### config.mk
export PLATFORM = sky130hd
export DESIGN_NAME = uart_imem_loader
export DESIGN_NICKNAME = d
export VERILOG_FILES = /design/src/rtl/uart_imem_loader.sv
export SDC_FILE = /design/constraint.sdc
export NUM_CORES = 1
export LEC_CHECK = 0
export BUFFER_PORTS_ARGS = -buffer_cell sky130_fd_sc_hd__buf_4
export CORE_MARGIN = 5
export CORE_UTILIZATION = 55
export CTS_BUF_LIST = sky130_fd_sc_hd__clkbuf_2 sky130_fd_sc_hd__clkbuf_4 sky130_fd_sc_hd__clkbuf_8
export DETAILED_ROUTE_END_ITERATION = 10
export HOLD_SLACK_MARGIN = 0.02
export PLACE_DENSITY = 0.75
export SLEW_MARGIN = 20
export SYNTH_ARGS = -nofsm -noshare
export SYNTH_HDL_FRONTEND = slang
export SYNTH_SLANG_ARGS = --single-unit
### constraint.sdc
create_clock -name clk -period 5.23 [get_ports clk]
set_input_delay 0.523 -clock clk [delete_from_list [all_inputs] [get_ports clk]]
set_output_delay 0.523 -clock clk [all_outputs]
set_load 0.05 [all_outputs]
### src/rtl/uart_imem_loader.sv
// uart_imem_loader
// ----------------
// Consumes the byte stream from a UART receiver and loads instruction memory.
// Frame format: SYNC_BYTE, word count (16-bit little-endian), then that many
// 32-bit little-endian instruction words. While a frame is being loaded the
// CPU is held in reset. Writes go to consecutive word addresses from 0.
//
// Optional feature (macro UART_IMEM_LOADER_CHECKSUM_EN): a trailing byte
// equal to the XOR of all data bytes must follow the last word; done only
// pulses if it matches, otherwise err is raised.
//
// Ports:
//   clk         system clock
//   rst         asynchronous active-high reset
//   rx_dv       one-cycle strobe, rx_byte valid
//   rx_byte     received byte
//   imem_we     one-cycle instruction memory write strobe
//   imem_addr   word address of the write (holds between writes)
//   imem_wdata  assembled 32-bit word
//   cpu_hold    holds the CPU in reset while high
//   busy        a frame is open
//   done        one-cycle pulse on a successful load
//   err         sticky error (length overflow, timeout, bad checksum);
//               cleared when the next sync byte is accepted
//
// Word counts up to 2**ADDR_WIDTH are accepted; ADDR_WIDTH must be <= 16.

module uart_imem_loader #(
    parameter int          ADDR_WIDTH     = 10,
    parameter int          TIMEOUT_CYCLES = 1000000,
    parameter logic [7:0]  SYNC_BYTE      = 8'hA5
) (
    input  logic                  clk,
    input  logic                  rst,
    input  logic                  rx_dv,
    input  logic [7:0]            rx_byte,
    output logic                  imem_we,
    output logic [ADDR_WIDTH-1:0] imem_addr,
    output logic [31:0]           imem_wdata,
    output logic                  cpu_hold,
    output logic                  busy,
    output logic                  done,
    output logic                  err
);

    localparam int TW = $clog2(TIMEOUT_CYCLES + 1);
    localparam logic [TW-1:0] TO_LAST = TW'(TIMEOUT_CYCLES - 1);
    localparam logic [16:0]   LEN_MAX = 17'(1) << ADDR_WIDTH;

`ifdef UART_IMEM_LOADER_CHECKSUM_EN
    typedef enum logic [2:0] {IDLE, LEN_LO, LEN_HI, DATA, CSUM} state_t;
`else
    typedef enum logic [2:0] {IDLE, LEN_LO, LEN_HI, DATA} state_t;
`endif

    state_t                state_reg, state_next;
    logic [15:0]           len_reg, len_next;
    logic [15:0]           word_cnt_reg, word_cnt_next;
    logic [1:0]            byte_idx_reg, byte_idx_next;
    logic [23:0]           word_buf_reg, word_buf_next;
    logic [TW-1:0]         to_cnt_reg, to_cnt_next;
    logic                  we_reg, we_next;
    logic [ADDR_WIDTH-1:0] addr_reg, addr_next;
    logic [31:0]           wdata_reg, wdata_next;
    logic                  hold_reg, hold_next;
    logic                  done_reg, done_next;
    logic                  err_reg, err_next;
`ifdef UART_IMEM_LOADER_CHECKSUM_EN
    logic [7:0]            csum_reg, csum_next;
`endif

    logic [16:0] len_full;
    logic [23:0] lane_next;
    logic        last_word;

    // Length as it stands once the high byte arrives; one extra bit so the
    // comparison against 2**ADDR_WIDTH cannot overflow.
    assign len_full  = {1'b0, rx_byte, len_reg[7:0]};
    assign last_word = (word_cnt_reg == len_reg - 16'd1);

    // Lanes 0..2 are buffered; lane 3 goes straight into the write data.
    genvar gi;
    generate
        for (gi = 0; gi < 3; gi++) begin : g_lane
            assign lane_next[gi*8 +: 8] =
                (state_reg == DATA && rx_dv && byte_idx_reg == 2'(gi))
                    ? rx_byte : word_buf_reg[gi*8 +: 8];
        end
    endgenerate

    always_ff @(posedge clk or posedge rst) begin
        if (rst) begin
            state_reg    <= IDLE;
            len_reg      <= '0;
            word_cnt_reg <= '0;
            byte_idx_reg <= '0;
            word_buf_reg <= '0;
            to_cnt_reg   <= '0;
            we_reg       <= 1'b0;
            addr_reg     <= '0;
            wdata_reg    <= '0;
            hold_reg     <= 1'b0;
            done_reg     <= 1'b0;
            err_reg      <= 1'b0;
`ifdef UART_IMEM_LOADER_CHECKSUM_EN
            csum_reg     <= '0;
`endif
        end else begin
            state_reg    <= state_next;
            len_reg      <= len_next;
            word_cnt_reg <= word_cnt_next;
            byte_idx_reg <= byte_idx_next;
            word_buf_reg <= word_buf_next;
            to_cnt_reg   <= to_cnt_next;
            we_reg       <= we_next;
            addr_reg     <= addr_next;
            wdata_reg    <= wdata_next;
            hold_reg     <= hold_next;
            done_reg     <= done_next;
            err_reg      <= err_next;
`ifdef UART_IMEM_LOADER_CHECKSUM_EN
            csum_reg     <= csum_next;
`endif
        end
    end

    always_comb begin
        state_next    = state_reg;
        len_next      = len_reg;
        word_cnt_next = word_cnt_reg;
        byte_idx_next = byte_idx_reg;
        word_buf_next = lane_next;
        we_next       = 1'b0;
        addr_next     = addr_reg;
        wdata_next    = wdata_reg;
        done_next     = 1'b0;
        err_next      = err_reg;
        // The CPU is released the cycle after done; a new sync below wins.
        hold_next     = done_reg ? 1'b0 : hold_reg;
`ifdef UART_IMEM_LOADER_CHECKSUM_EN
        csum_next     = csum_reg;
`endif

        // Inactivity counter restarts on every accepted byte.
        if (state_reg == IDLE || rx_dv) begin
            to_cnt_next = '0;
        end else begin
            to_cnt_next = to_cnt_reg + 1'b1;
        end

        case (state_reg)
            IDLE: begin
                if (rx_dv && rx_byte == SYNC_BYTE) begin
                    state_next    = LEN_LO;
                    hold_next     = 1'b1;
                    err_next      = 1'b0;
                    word_cnt_next = '0;
                    byte_idx_next = '0;
`ifdef UART_IMEM_LOADER_CHECKSUM_EN
                    csum_next     = '0;
`endif
                end
            end
            LEN_LO: begin
                if (rx_dv) begin
                    len_next[7:0] = rx_byte;
                    state_next    = LEN_HI;
                end
            end
            LEN_HI: begin
                if (rx_dv) begin
                    len_next[15:8] = rx_byte;
                    if (len_full > LEN_MAX) begin
                        err_next   = 1'b1;
                        state_next = IDLE;
                    end else if (len_full == 17'd0) begin
`ifdef UART_IMEM_LOADER_CHECKSUM_EN
                        state_next = CSUM;
`else
                        done_next  = 1'b1;
                        state_next = IDLE;
`endif
                    end else begin
                        state_next = DATA;
                    end
                end
            end
            DATA: begin
                if (rx_dv) begin
                    byte_idx_next = byte_idx_reg + 2'd1;
`ifdef UART_IMEM_LOADER_CHECKSUM_EN
                    csum_next     = csum_reg ^ rx_byte;
`endif
                    if (byte_idx_reg == 2'd3) begin
                        we_next       = 1'b1;
                        wdata_next    = {rx_byte, word_buf_reg};
                        addr_next     = word_cnt_reg[ADDR_WIDTH-1:0];
                        word_cnt_next = word_cnt_reg + 16'd1;
                        if (last_word) begin
`ifdef UART_IMEM_LOADER_CHECKSUM_EN
                            state_next = CSUM;
`else
                            done_next  = 1'b1;
                            state_next = IDLE;
`endif
                        end
                    end
                end
            end
`ifdef UART_IMEM_LOADER_CHECKSUM_EN
            CSUM: begin
                if (rx_dv) begin
                    if (rx_byte == csum_reg) begin
                        done_next = 1'b1;
                    end else begin
                        err_next  = 1'b1;
                    end
                    state_next = IDLE;
                end
            end
`endif
            default: state_next = IDLE;
        endcase

        // Timeout abandons the frame; words already written stay written.
        if (state_reg != IDLE && !rx_dv && to_cnt_reg == TO_LAST) begin
            err_next   = 1'b1;
            state_next = IDLE;
        end
    end

    assign imem_we    = we_reg;
    assign imem_addr  = addr_reg;
    assign imem_wdata = wdata_reg;
    assign cpu_hold   = hold_reg;
    assign busy       = (state_reg != IDLE);
    assign done       = done_reg;
    assign err        = err_reg;

endmodule

### Word-level counts from Yosys, hierarchy flattened

Cells that the tools add are included.

| word-level totals | value |
|---|---|
| register bits | 127 |

| cells by class | value |
|---|---|
| mux-type cells | 36 |
| reductions and logical operators | 22 |
| $lt $le $gt $ge | 1 |
| eq/ne operators | 19 |
| $add $sub $neg | 4 |

Operators by type and width:

| operator | count |
|---|---|
| $mux W16 | 3 |
| $pmux W16 S2 | 1 |
| $mux W3 | 7 |
| $add A20 B1 Y20 const B | 1 |
| $eq A20 B20 Y1 const B | 1 |
| $mux W20 | 1 |
| $logic_not A17 Y1 | 1 |
| $add A16 B1 Y16 const B | 1 |
| $eq A16 B16 Y1 | 1 |
| $gt A16 B11 Y1 const B | 1 |
| $mux W1 | 16 |
| $sub A16 B1 Y16 const B | 1 |
| $pmux W3 S4 | 1 |
| $ne A3 B3 Y1 const B | 3 |
| $eq A8 B8 Y1 const B | 1 |
| $mux W2 | 4 |
| $reduce_and A4 Y1 | 2 |
| $logic_and A1 B1 Y1 | 7 |
| $eq A3 B2 Y1 const B | 2 |
| $ne A3 B1 Y1 const B | 2 |
| $ne A3 B2 Y1 const B | 2 |
| $reduce_and A3 Y1 | 2 |
| $reduce_and A6 Y1 | 1 |
| $reduce_bool A3 Y1 | 2 |
| 14 further kinds | 18 |

### Logic depth before layout (Yosys ltp)

Gate-level depths: netlist of the first run.

| logic depth | value |
|---|---|
| depth in word-level cells | 7 |
| mapped depth | 9 |
| mapped depth without buffers | 8 |

### Worst setup path after synthesis of the first run

OpenSTA, ideal clock, no wires.

| timing path | value |
|---|---|
| path kind | reg-to-reg |
| from | reg len_reg[0] |
| to | reg state_reg[1] |
| data required time | 5096 ps |
| cell stages (with the launch flop) | 10 |
| path slack | 2747 ps |
| arrival time | 2349 ps |
| cell sequence | dfrtp_1 clkbuf_1 inv_1 ha_1 or4b_4 o41a_1 nor3_2 o21ai_2 a2111oi_4 a21boi_1 |

| on the way | value |
|---|---|
| cells in the longest elaborated chain, start to end | 6 |
| elaborated cells between the ends (all ways) | 11 |

Ends and longest elaborated chain:

| item | line | RTL |
|---|---|---|
| from (decl) | 57 | `logic [15:0] len_reg, len_next;` |
| from (signal assigned) | 110 | `len_reg <= len_next;` |
| parallel branches: the longest is 6 deep, another holds $sub A16 B1 Y16 | - |  |
| to (signal assigned) | 109 | `state_reg <= state_next;` |
| to (decl) | 56 | `state_t state_reg, state_next;` |

Parallel ways; which one is timed is not known. The select of a mux whose other input is x is not followed.
A chain may end at the register's enable or synchronous reset.

### Worst setup path in the final report of the first run

| timing path | value |
|---|---|
| from | reg len_reg[0] |
| to | reg state_reg[0] |

The elaborated chain is that of the path after synthesis.

==> results of run 1 <==
-- cell type report --
| class | count | area (um^2) | area share |
|---|---|---|---|
| Tap cell | 140 | 175 | 0.0254 |
| Sequential cell | 126 | 3150 | 0.457 |
| Clock inverter | 12 | 180 | 0.0261 |
| Clock buffer | 20 | 269 | 0.0390 |
| Timing Repair Buffer | 61 | 458 | 0.0664 |
| Multi-Input combinational cell | 427 | 2610 | 0.378 |
| Inverter | 15 | 58.8 | 0.00852 |
-- layer usage --
| layer | track usage | up-vias | wire length [um] |
|---|---|---|---|
| met1 | 0.277 | 2186 | 5540 |
| met5 | 0 | - | 0 |
| met4 | 0.0728 | 0 | 224 |
| li1 | - | 2130 | - |
| met3 | 0.0541 | 21 | 634 |
| met2 | 0.374 | 130 | 6680 |
-- metrics by stage --
step | std cells | cell area, um^2 | setup WS, ns | power [mW] | hold slack, ns
floorplan | 595 | 5930 | 1.35 | 1.11 | 0.433
global placement | 769 | 6450 | 2.54 | 1.15 | 0.443
detailed placement | 769 | 6450 | 2.46 | 1.15 | 0.445
CTS | 801 | 6900 | 2.54 | 2.09 | 0.230
global route | 801 | 6900 | 2.31 | 2.16 | 0.271
finish | 801 | 6900 | 2.54 | 2.08 | 0.216
-- path summary, 6_finish.rpt --
check | cells past startpoint | to | slack, ns | start
max reg2reg | 8 | state_reg[0]$_DFFE_PP0P_ | 2.54 | len_reg[0]$_DFFE_PP0P_
min reg2reg | 2 | imem_wdata[13]$_DFFE_PP0P_ | 0.46 | word_buf_reg[13]$_DFFE_PP0P_
max in group asynchronous | 3 | word_cnt_reg[15]$_DFFE_PP0P_ | 3.72 | rst
max | 8 | state_reg[0]$_DFFE_PP0P_ | 2.54 | len_reg[0]$_DFFE_PP0P_
min in group clk | 3 | imem_wdata[27]$_DFFE_PP0P_ | 0.38 | rx_byte[3]
min | 2 | imem_wdata[25]$_DFFE_PP0P_ | 0.22 | rst
-- power by group --
| part | switching [mW] | internal [mW] | leakage (nW) |
|---|---|---|---|
| Clock | 0.390 | 0.554 | 0.224 |
| Combinational | 0.0867 | 0.0506 | 1.42 |
| Sequential | 0.0140 | 0.983 | 1.75 |
-- kinds of logic after synthesis --
| family | count (synthesis) | synth area share |
|---|---|---|
| fa+ha+maj | 8 | 0.0169 |
| simple gates | 281 | 0.224 |
| mux | 35 | 0.0665 |
| flops | 126 | 0.532 |
| buf+inv | 42 | 0.0293 |
| xor+xnor | 44 | 0.0650 |
| compound gates | 59 | 0.0669 |
-- critical path, stage by stage (launching register included) --
cell	delay, ns
dfrtp_1	0.46
inv_1	0.11
ha_1	0.28
or4b_4	0.52
o41a_1	0.35
nor3_2	0.20
o21ai_2	0.09
a2111oi_4	0.42
a21oi_1	0.12
-- cells in the final DEF (no fill, tap or decap), types with 2 or more instances in the layout --
cell type,n
buf_4,61
and4_1,2
nor3_1,13
bufinv_16,4
ha_1,8
xor2_1,23
a21oi_1,12
inv_6,3
xnor2_1,21
nand4_1,11
inv_1,13
a21boi_0,2
nand3_1,18
nor4_1,10
and3b_1,2
nor2b_1,3
mux2_2,35
or4_1,3
clkinv_2,2
nor2_1,39
nor3b_1,2
o21ai_0,27
a31oi_1,3
nand4b_1,4
nand2_1,145
and3_1,6
clkinvlp_4,2
or2_2,3
dfrtp_1,126
or4_4,2
or3_1,9
clkbuf_8,19
-- synth_stat cells, drive strengths merged, types with 2 or more instances --
master,instances
nand2,146
dfrtp,126
nor2,40
mux2,35
o21ai,28
clkbuf,24
xor2,23
xnor2,21
nand3,18
inv,14
nor3,14
a21oi,12
nand4,11
nor4,11
or3,9
ha,8
and3,6
or4,5
nand4b,4
a21boi,3
a31oi,3
buf,3
nor2b,3
or2,3
a2111oi,2
a211oi,2
and3b,2
and4,2
nor3b,2
or4b,2
==> results_dict.tcl, run 1 <==
set metrics [dict create \
    status "complete, no violations" \
    drv_cap 0 \
    cts_hold_buf 0 \
    clock.fmax_ghz 0.372 \
    leakagePower_nw 3.39 \
    clockBufferDepth 2 \
    crit_type "flop to flop" \
    netlist_instances 595 \
    numCtsBuffers 17 \
    drive_above_1_share 0.221 \
    wl_per_cell_um 16.3 \
    cts.sinks 126 \
    synthArstFlopShare 1.00 \
    area_delta_synth_final_pct 16.4 \
    cts_tree "yes" \
    syn_nets 614 \
    worstPathMaxFanout 7 \
    syn-cell-area_um2 5930 \
    post_cts_buffers 0 \
    synth-edff-count 0 \
    final-max-slew-violation-count 0 \
    viasPerCell 5.58 \
    synth.area.top_cells "dfrtp_1 (53%), nand2_1 (9.2%), mux2_2 (6.6%)" \
    ys_seq_area_frac 0.532 \
    ys.flop_type "dfrtp_1" \
    fin_nets 667 \
    initial_core_util 0.554 \
    ios 58 \
    yosys_warnings 0 \
    vdd_ir_drop_max_mv 0.205 \
    fill_cells 840 \
    rsz0062_at_grt "no" \
    hpwl_um 9020 \
    synth_largest_area_cell "dfrtp_1" \
    grt_max_degree 66 \
    tightestPinTransition_ns 1.01 \
    timing.final.crit_period_ns 2.69 \
    drc_errors 0 \
    cts.repair.resized 0 \
    end_kind "flop" \
    cts_root_buffer "clkbuf_8" \
    largest_register_ffs 32 \
    clk_pin_slew_ns 0.08 \
    drtAntennaViolNets 0 \
    diodes 0 \
    grt_pass1_wl_um 22600 \
    power.density_nw_per_um2 301 \
    die_h_um 114 \
    hold_violations 0 \
    grt_pass1_vias 4562 \
    cp-start-kind "flop" \
    yosysTopAreaCellShare 0.532 \
    insertion_delay_ns 0.43 \
    syn_avg_cell_area_um2 9.97 \
    via_count 4467 \
    final_util 0.645 \
    rows 38 \
    grt.total_usage 0.220 \
    antenna_found_initial 0 \
    ys_ff_latch 126 \
    htree_levels 4 \
    drt-total-wl_um 13100 \
    min_path_type "input pin to asynchronous set/reset pin" \
    fp.coreArea_um2 10700 \
    first_pass_iters 5 \
    maxSlewHeadroom 0.324 \
    grt_overflow 0 \
    place.gp.congestion 0.962 \
    drt_iter0_markers 252 \
    ys_types 53 \
    setup_violations 0 \
    finalSetupTns_ns 0 \
    arrival_ns 2.98 \
    period_share 0.514 \
    io_buffers 57 \
    die_w_um 114 \
    skew_ns 0.0115 \
    required_ns 5.52 \
    dieArea_um2 13000 \
]
No activity file was read; power rests on OpenSTA's default activity.
==> run 2: changes to the inputs <==
Settings changed: ABC_AREA set to 1.
Clock period 5.23 ns to 2.58 ns, I/O delays scaled along.
==> run 2 against run 1 <==
Combinational power rose to 23 times the previous value. Critical path depth grew 5. Register-to-register slack got worse by 2.1 ns. Via count increased by 21%. Flip-flop and latch count did not move. Clock skew is 0.0034 ns lower. Worst setup slack worse by 2.1 ns. Synthesized cell count rose by 34%. Highest routed layer unchanged.
==> results_dict.tcl, run 2 <==
set metrics [dict create \
    dieArea_um2 13700 \
    grt_overflow 0 \
    io_buffers 57 \
    drtAntennaViolNets 0 \
    yosys_warnings 0 \
    cts.sinks 126 \
    yosysMostFrequentCell "nand2_1" \
    cts_root_buffer "clkbuf_8" \
    ios 58 \
    drc_errors 0 \
    dpl-instance-area_um2 6870 \
    min_path_type "input pin to flop" \
    htree_levels 4 \
    diodes 0 \
    end_kind "flop" \
    die_h_um 117 \
    crit_type "flop to flop" \
    largest_register_ffs 32 \
    final-max-slew-violation-count 0 \
    synth.area.top_cells "dfrtp_1 (50%), nand2_1 (16%), o21ai_0 (5.4%)" \
    via_count 5400 \
    syn_avg_cell_area_um2 7.91 \
    hold_violations 0 \
    syn_nets 814 \
    grt.total_usage 0.246 \
    post_cts_buffers 0 \
    rows 39 \
    arrival_ns 2.45 \
    fin_cells 1015 \
    grt_pass1_wl_um 25900 \
    netlist_instances 795 \
    cp-start-kind "flop" \
    clk_pin_slew_ns 0.08 \
    leakagePower_nw 3.76 \
    ys.flop_type "dfrtp_1" \
    clockBufferDepth 2 \
    wl_per_cell_um 15.3 \
    die_w_um 117 \
    power.density_nw_per_um2 1100 \
    ys_ff_latch 126 \
    clock.fmax_ghz 0.473 \
    synth_largest_area_cell "dfrtp_1" \
    insertion_delay_ns 0.44 \
    grt_max_degree 59 \
    vdd_ir_drop_max_mv 0.702 \
    worstRegToRegCells 13 \
    hpwl_um 11500 \
    place.gp.congestion 0.932 \
    cts_tree "yes" \
    drv_cap 0 \
    required_ns 2.92 \
    synthTopCellsByCount "nand2_1 (267), dfrtp_1 (126), inv_1 (70)" \
    synthArstFlopShare 1.00 \
    fp.coreArea_um2 11300 \
    skew_ns 0.00814 \
    ys_seq_area_frac 0.502 \
    tightestPinTransition_ns 0.715 \
    period_share 0.820 \
    antenna_found_initial 0 \
    final_common_cell "nand2_1" \
    worstPathMaxFanout 5 \
    initial_core_util 0.555 \
    design_area_um2 7330 \
    numCtsBuffers 17 \
    first_pass_iters 5 \
    grt_pass1_vias 5313 \
    layout_common_cells "nand2_1 (267), dfrtp_1 (126), inv_1 (69)" \
    fin_nets 878 \
    drt-total-wl_um 15500 \
    rsz0062_at_grt "no" \
    synth-edff-count 0 \
    finalSetupTns_ns 0 \
    drive_above_1_share 0.151 \
    drt_iter0_markers 460 \
    syn-cell-area_um2 6290 \
    area_delta_synth_final_pct 16.6 \
    ys_types 38 \
    maxSlewHeadroom 0.522 \
    hold_depth 3 \
    setup_violations 0 \
    viasPerCell 5.32 \
    status "complete, no violations" \
    timing.final.crit_period_ns 2.12 \
    yosysTopAreaCellShare 0.502 \
    placedCellCount 982 \
]
-- run 2: cell count changes after synthesis, moves of 13 or more --
cell and change:
xnor2_1 -13, nand3_1 +18, nand2_1 +121, mux2_2 -35, inv_1 +56, o21ai_0 +41
xor2_1 -17, nor2_1 +26
-- run 2: through the flow --
stage | hold WS [ns] | utilization | worst slack, ns | power (mW)
floorplan | 0.379 | - | 0.769 | 5.25
global placement | 0.414 | 0.607 | 0.556 | 6.11
detailed placement | 0.416 | 0.607 | 0.496 | 6.17
CTS | 0.0347 | 0.647 | 0.480 | 8.10
global route | 0.0528 | 0.647 | 0.254 | 8.60
finish | 0.0581 | 0.647 | 0.464 | 8.05
-- run 2: worst max-delay path, stage by stage (launching register included) --
cell and delay [ns]:
dfrtp_1 0.43, inv_2 0.12, ha_1 0.23, nand2_1 0.16
nor2_1 0.22, nand2_1 0.07, nand2_1 0.08, nand3_1 0.07
nor3_1 0.14, nand3_1 0.13, nand3_1 0.09, nand4_1 0.12
nand2_1 0.09, nand2_1 0.06
-- run 2: per-layer routing --
metal	track usage	wire (um)	vias to the layer above	share of wire
met5	0	0	-	0
met4	0.0940	353	0	0.023
met3	0.0478	815	32	0.052
met2	0.390	7070	161	0.46
met1	0.338	7290	2522	0.47
li1	-	-	2685	-
-- run 2: kinds of logic after synthesis --
| family | after synthesis | synth area share |
|---|---|---|
| and+or+nand+nor | 435 | 0.307 |
| DFF | 126 | 0.502 |
| xor gates and xnor gates | 14 | 0.0195 |
| adders and majority gates | 8 | 0.0159 |
| buffers and inverters | 99 | 0.0615 |
| AOI/OAI and AO/OA | 113 | 0.0947 |
-- run 2: worst paths after layout --
| path | start | slack [ns] | endpoint |
|---|---|---|---|
| max | len_reg[0]$_DFFE_PP0P_ | 0.46 | state_reg[0]$_DFFE_PP0P_ |
| min | rx_byte[0] | 0.06 | len_reg[8]$_DFFE_PP0P_ |
| max reg2reg | len_reg[0]$_DFFE_PP0P_ | 0.46 | state_reg[0]$_DFFE_PP0P_ |
| min reg2reg | to_cnt_reg[0]$_DFF_PP0_ | 0.46 | to_cnt_reg[0]$_DFF_PP0_ |
| max in group asynchronous | rst | 1.30 | len_reg[12]$_DFFE_PP0P_ |
| min in group asynchronous | rst | 0.49 | imem_wdata[26]$_DFFE_PP0P_ |
-- run 2: final cells by class --
type / instances / area (um^2)
timing repair buffer: 65 / 503
sequential: 126 / 3150
clock inverter: 13 / 185
inverter: 79 / 300
multi-input combinational: 570 / 2750
clock buffer: 19 / 262
tap: 143 / 179
fill: 932 / 3990
-- run 2: repair_timing --
item                                   CTS  global route
gates resized for setup                  0             0
hold buffers                             1             0
endpoints found under the hold margin   29             0
-- run 2: power breakdown --
part	switching [mW]	internal [mW]	leakage [nW]
clock network	0.804	1.11	0.222
registers	0.507	2.54	1.64
logic	2.12	0.974	1.89
==> run 3: changes to the inputs <==
Settings changed: PLACE_DENSITY 0.75 to 0.78.
Clock period 2.58 ns to 1.7 ns, I/O delays scaled along.
==> run 3 against run 2 <==
The run now ends with negative setup slack left. Via count rose by 8.7%. Highest routed layer unchanged. Routed wire length rose by 8.7%. Clock power rose by 20%. Register-to-register slack got worse by 0.68 ns. Sequential power rose by 50%.
==> results_dict.tcl, run 3 (synthesis gave the netlist of run 2 again) <==
set metrics [dict create \
    worstReg2RegEnd "state_reg[0]$_DFFE_PP0P_" \
    hold_depth 3 \
    violations "negative setup slack" \
    hold_violations 0 \
    grt.total_usage 0.256 \
    numCtsBuffers 17 \
    power.total_mw 12.7 \
    min_path_type "input pin to flop" \
    worstRegToRegCells 13 \
    fp.coreArea_um2 11300 \
    path_buf_inv 1 \
    drt_iter0_markers 469 \
    layout_common_cells "nand2_1 (256), buf_4 (130), dfrtp_1 (121)" \
    fill_cells 877 \
    critPathSlowestCell "dfrtp_1" \
    clockBufferDepth 2 \
    power.density_nw_per_um2 1570 \
    via_count 5872 \
    r2r_slack_ns -0.22 \
    critPathMaxStageDelay_ns 0.43 \
    drive_above_1_share 0.274 \
    skew_ns 0.00970 \
    grt_pass1_wl_um 26900 \
    largest_register_ffs 32 \
    ios 58 \
    wl_per_cell_um 15.5 \
    clock.fmax_ghz 0.522 \
    tightestPinTransition_ns 0.658 \
    maxSlewHeadroom 0.561 \
    multi_input_area_um2 3020 \
    hpwl_um 11800 \
    worstPathMaxFanout 5 \
    grt_pass1_vias 5517 \
    place.gp.congestion 0.937 \
    rows 39 \
    critPathTopFamily "simple AND/OR/NAND/NOR gates" \
    fin_nets 951 \
    timing.rr.start "len_reg[1]$_DFFE_PP0P_" \
    die_w_um 117 \
    vdd_ir_drop_max_mv 1.34 \
    setup_violations 7 \
    cp-start-kind "flop" \
    dp_slack_ns -0.290 \
    final-max-slew-violation-count 0 \
    final_common_cell "nand2_1" \
    min_from "rx_dv" \
    viasPerCell 5.40 \
    final_util 0.715 \
    cts_root_buffer "clkbuf_8" \
    crit_chain "inv_2 -> ha_4 -> nand2_4 -> nor2_4 -> nand2_1 -> nand2_1 -> nand3_2 -> nor3_2 -> nand3_2 -> nand3_1 -> nand4_1 -> nand2_1 -> nand2_1" \
    grt_max_degree 127 \
    arrival_ns 2.26 \
    diodes 0 \
    leakagePower_nw 4.18 \
    dieArea_um2 13700 \
    antenna_found_initial 0 \
    io_buffers 57 \
    drt-total-wl_um 16900 \
    cts.sinks 126 \
    htree_levels 4 \
    die_h_um 117 \
    period_share 1.13 \
    crit_top_cell "nand2_1" \
    rsz0062_at_grt "yes" \
    hold_end "done$_DFF_PP0_" \
    required_ns 2.04 \
    drv_cap 0 \
    insertion_delay_ns 0.45 \
    drtAntennaViolNets 0 \
    drc_errors 0 \
    clk_pin_slew_ns 0.07 \
    timing.final.crit_period_ns 1.92 \
    initial_core_util 0.555 \
    crit_type "flop to flop" \
    end_kind "flop" \
    first_pass_iters 5 \
    status "complete, but fails checks" \
    regArea_um2 3160 \
    cts_tree "yes" \
    fin_ws_ns -0.217 \
    grt_overflow 0 \
    area_delta_synth_final_pct 28.8 \
]
## run 3: cell count changes in the layout (fill, tap and decap cells not counted), moves of 5 or more
cell | previous run | this run
inv_1 | 69 | 63
inv_2 | 9 | 14
nor2_1 | 65 | 53
nand2_2 | 4 | 10
nand3_2 | 4 | 10
nor2_4 | 4 | 14
nand3_1 | 36 | 29
nand2_1 | 267 | 256
buf_4 | 63 | 130
dfrtp_1 | 126 | 121
dfrtp_2 | 0 | 5
## run 3: how the worst max path moves through the flow
stage                           startpoint                           to  slack (ns)  cells after the start
floorplan                              rst  byte_idx_reg[0]$_DFFE_PP0P_       -0.02                      1
global placement    len_reg[1]$_DFFE_PP0P_     state_reg[0]$_DFFE_PP0P_       -0.21                     13
detailed placement  len_reg[1]$_DFFE_PP0P_     state_reg[1]$_DFFE_PP0P_       -0.29                     13
CTS                 len_reg[0]$_DFFE_PP0P_               done$_DFF_PP0_       -0.20                     13
global route        len_reg[5]$_DFFE_PP0P_     state_reg[1]$_DFFE_PP0P_       -0.37                     15
finish              len_reg[1]$_DFFE_PP0P_     state_reg[0]$_DFFE_PP0P_       -0.22                     13
## run 3: where the power goes
group	total, mW	internal [mW]	switching [mW]
Sequential	4.57	3.86	0.711
Clock	2.29	1.02	1.27
Combinational	5.85	2.18	3.67
## run 3: what timing repair did
item | 4_1_cts | 5_1_grt
pin swaps | 13 | 29
setup buffers | 8 | 11
hold endpoints to repair | 127 | 0
hold buffers | 2 | 0
gates resized for setup | 34 | 47
endpoints found under the setup margin | 12 | 23
## run 3: per-layer routing
metal	part of all wire	GRT usage	up-vias
met3	0.064	0.0514	37
met4	0.020	0.0917	0
met2	0.48	0.415	196
met5	0	0	-
met1	0.43	0.343	2813
li1	-	-	2826
## run 3: layout make-up
type / count / share of cell area
Tap cell: 143 / 0.0221
Sequential cell: 126 / 0.390
Timing Repair Buffer: 138 / 0.135
Clock buffer: 17 / 0.0289
Inverter: 79 / 0.0374
Clock inverter: 15 / 0.0138
Multi-Input combinational cell: 570 / 0.373
## run 3: worst min-delay path, stage by stage
cell and delay (ns):
buf_4 0.13, inv_2 0.15, nor3_2 0.07
## run 3: per-stage QoR
stage	instances	area, um^2	TNS, ns	hold WS [ns]
finish	1088	8100	-0.712	0.116
global route	1088	8100	-1.55	0.104
CTS	1078	7850	-0.611	0.0885
detailed placement	1036	7300	-1.00	0.433
global placement	1036	7300	-0.626	0.420
floorplan	795	6290	-2.93	0.291
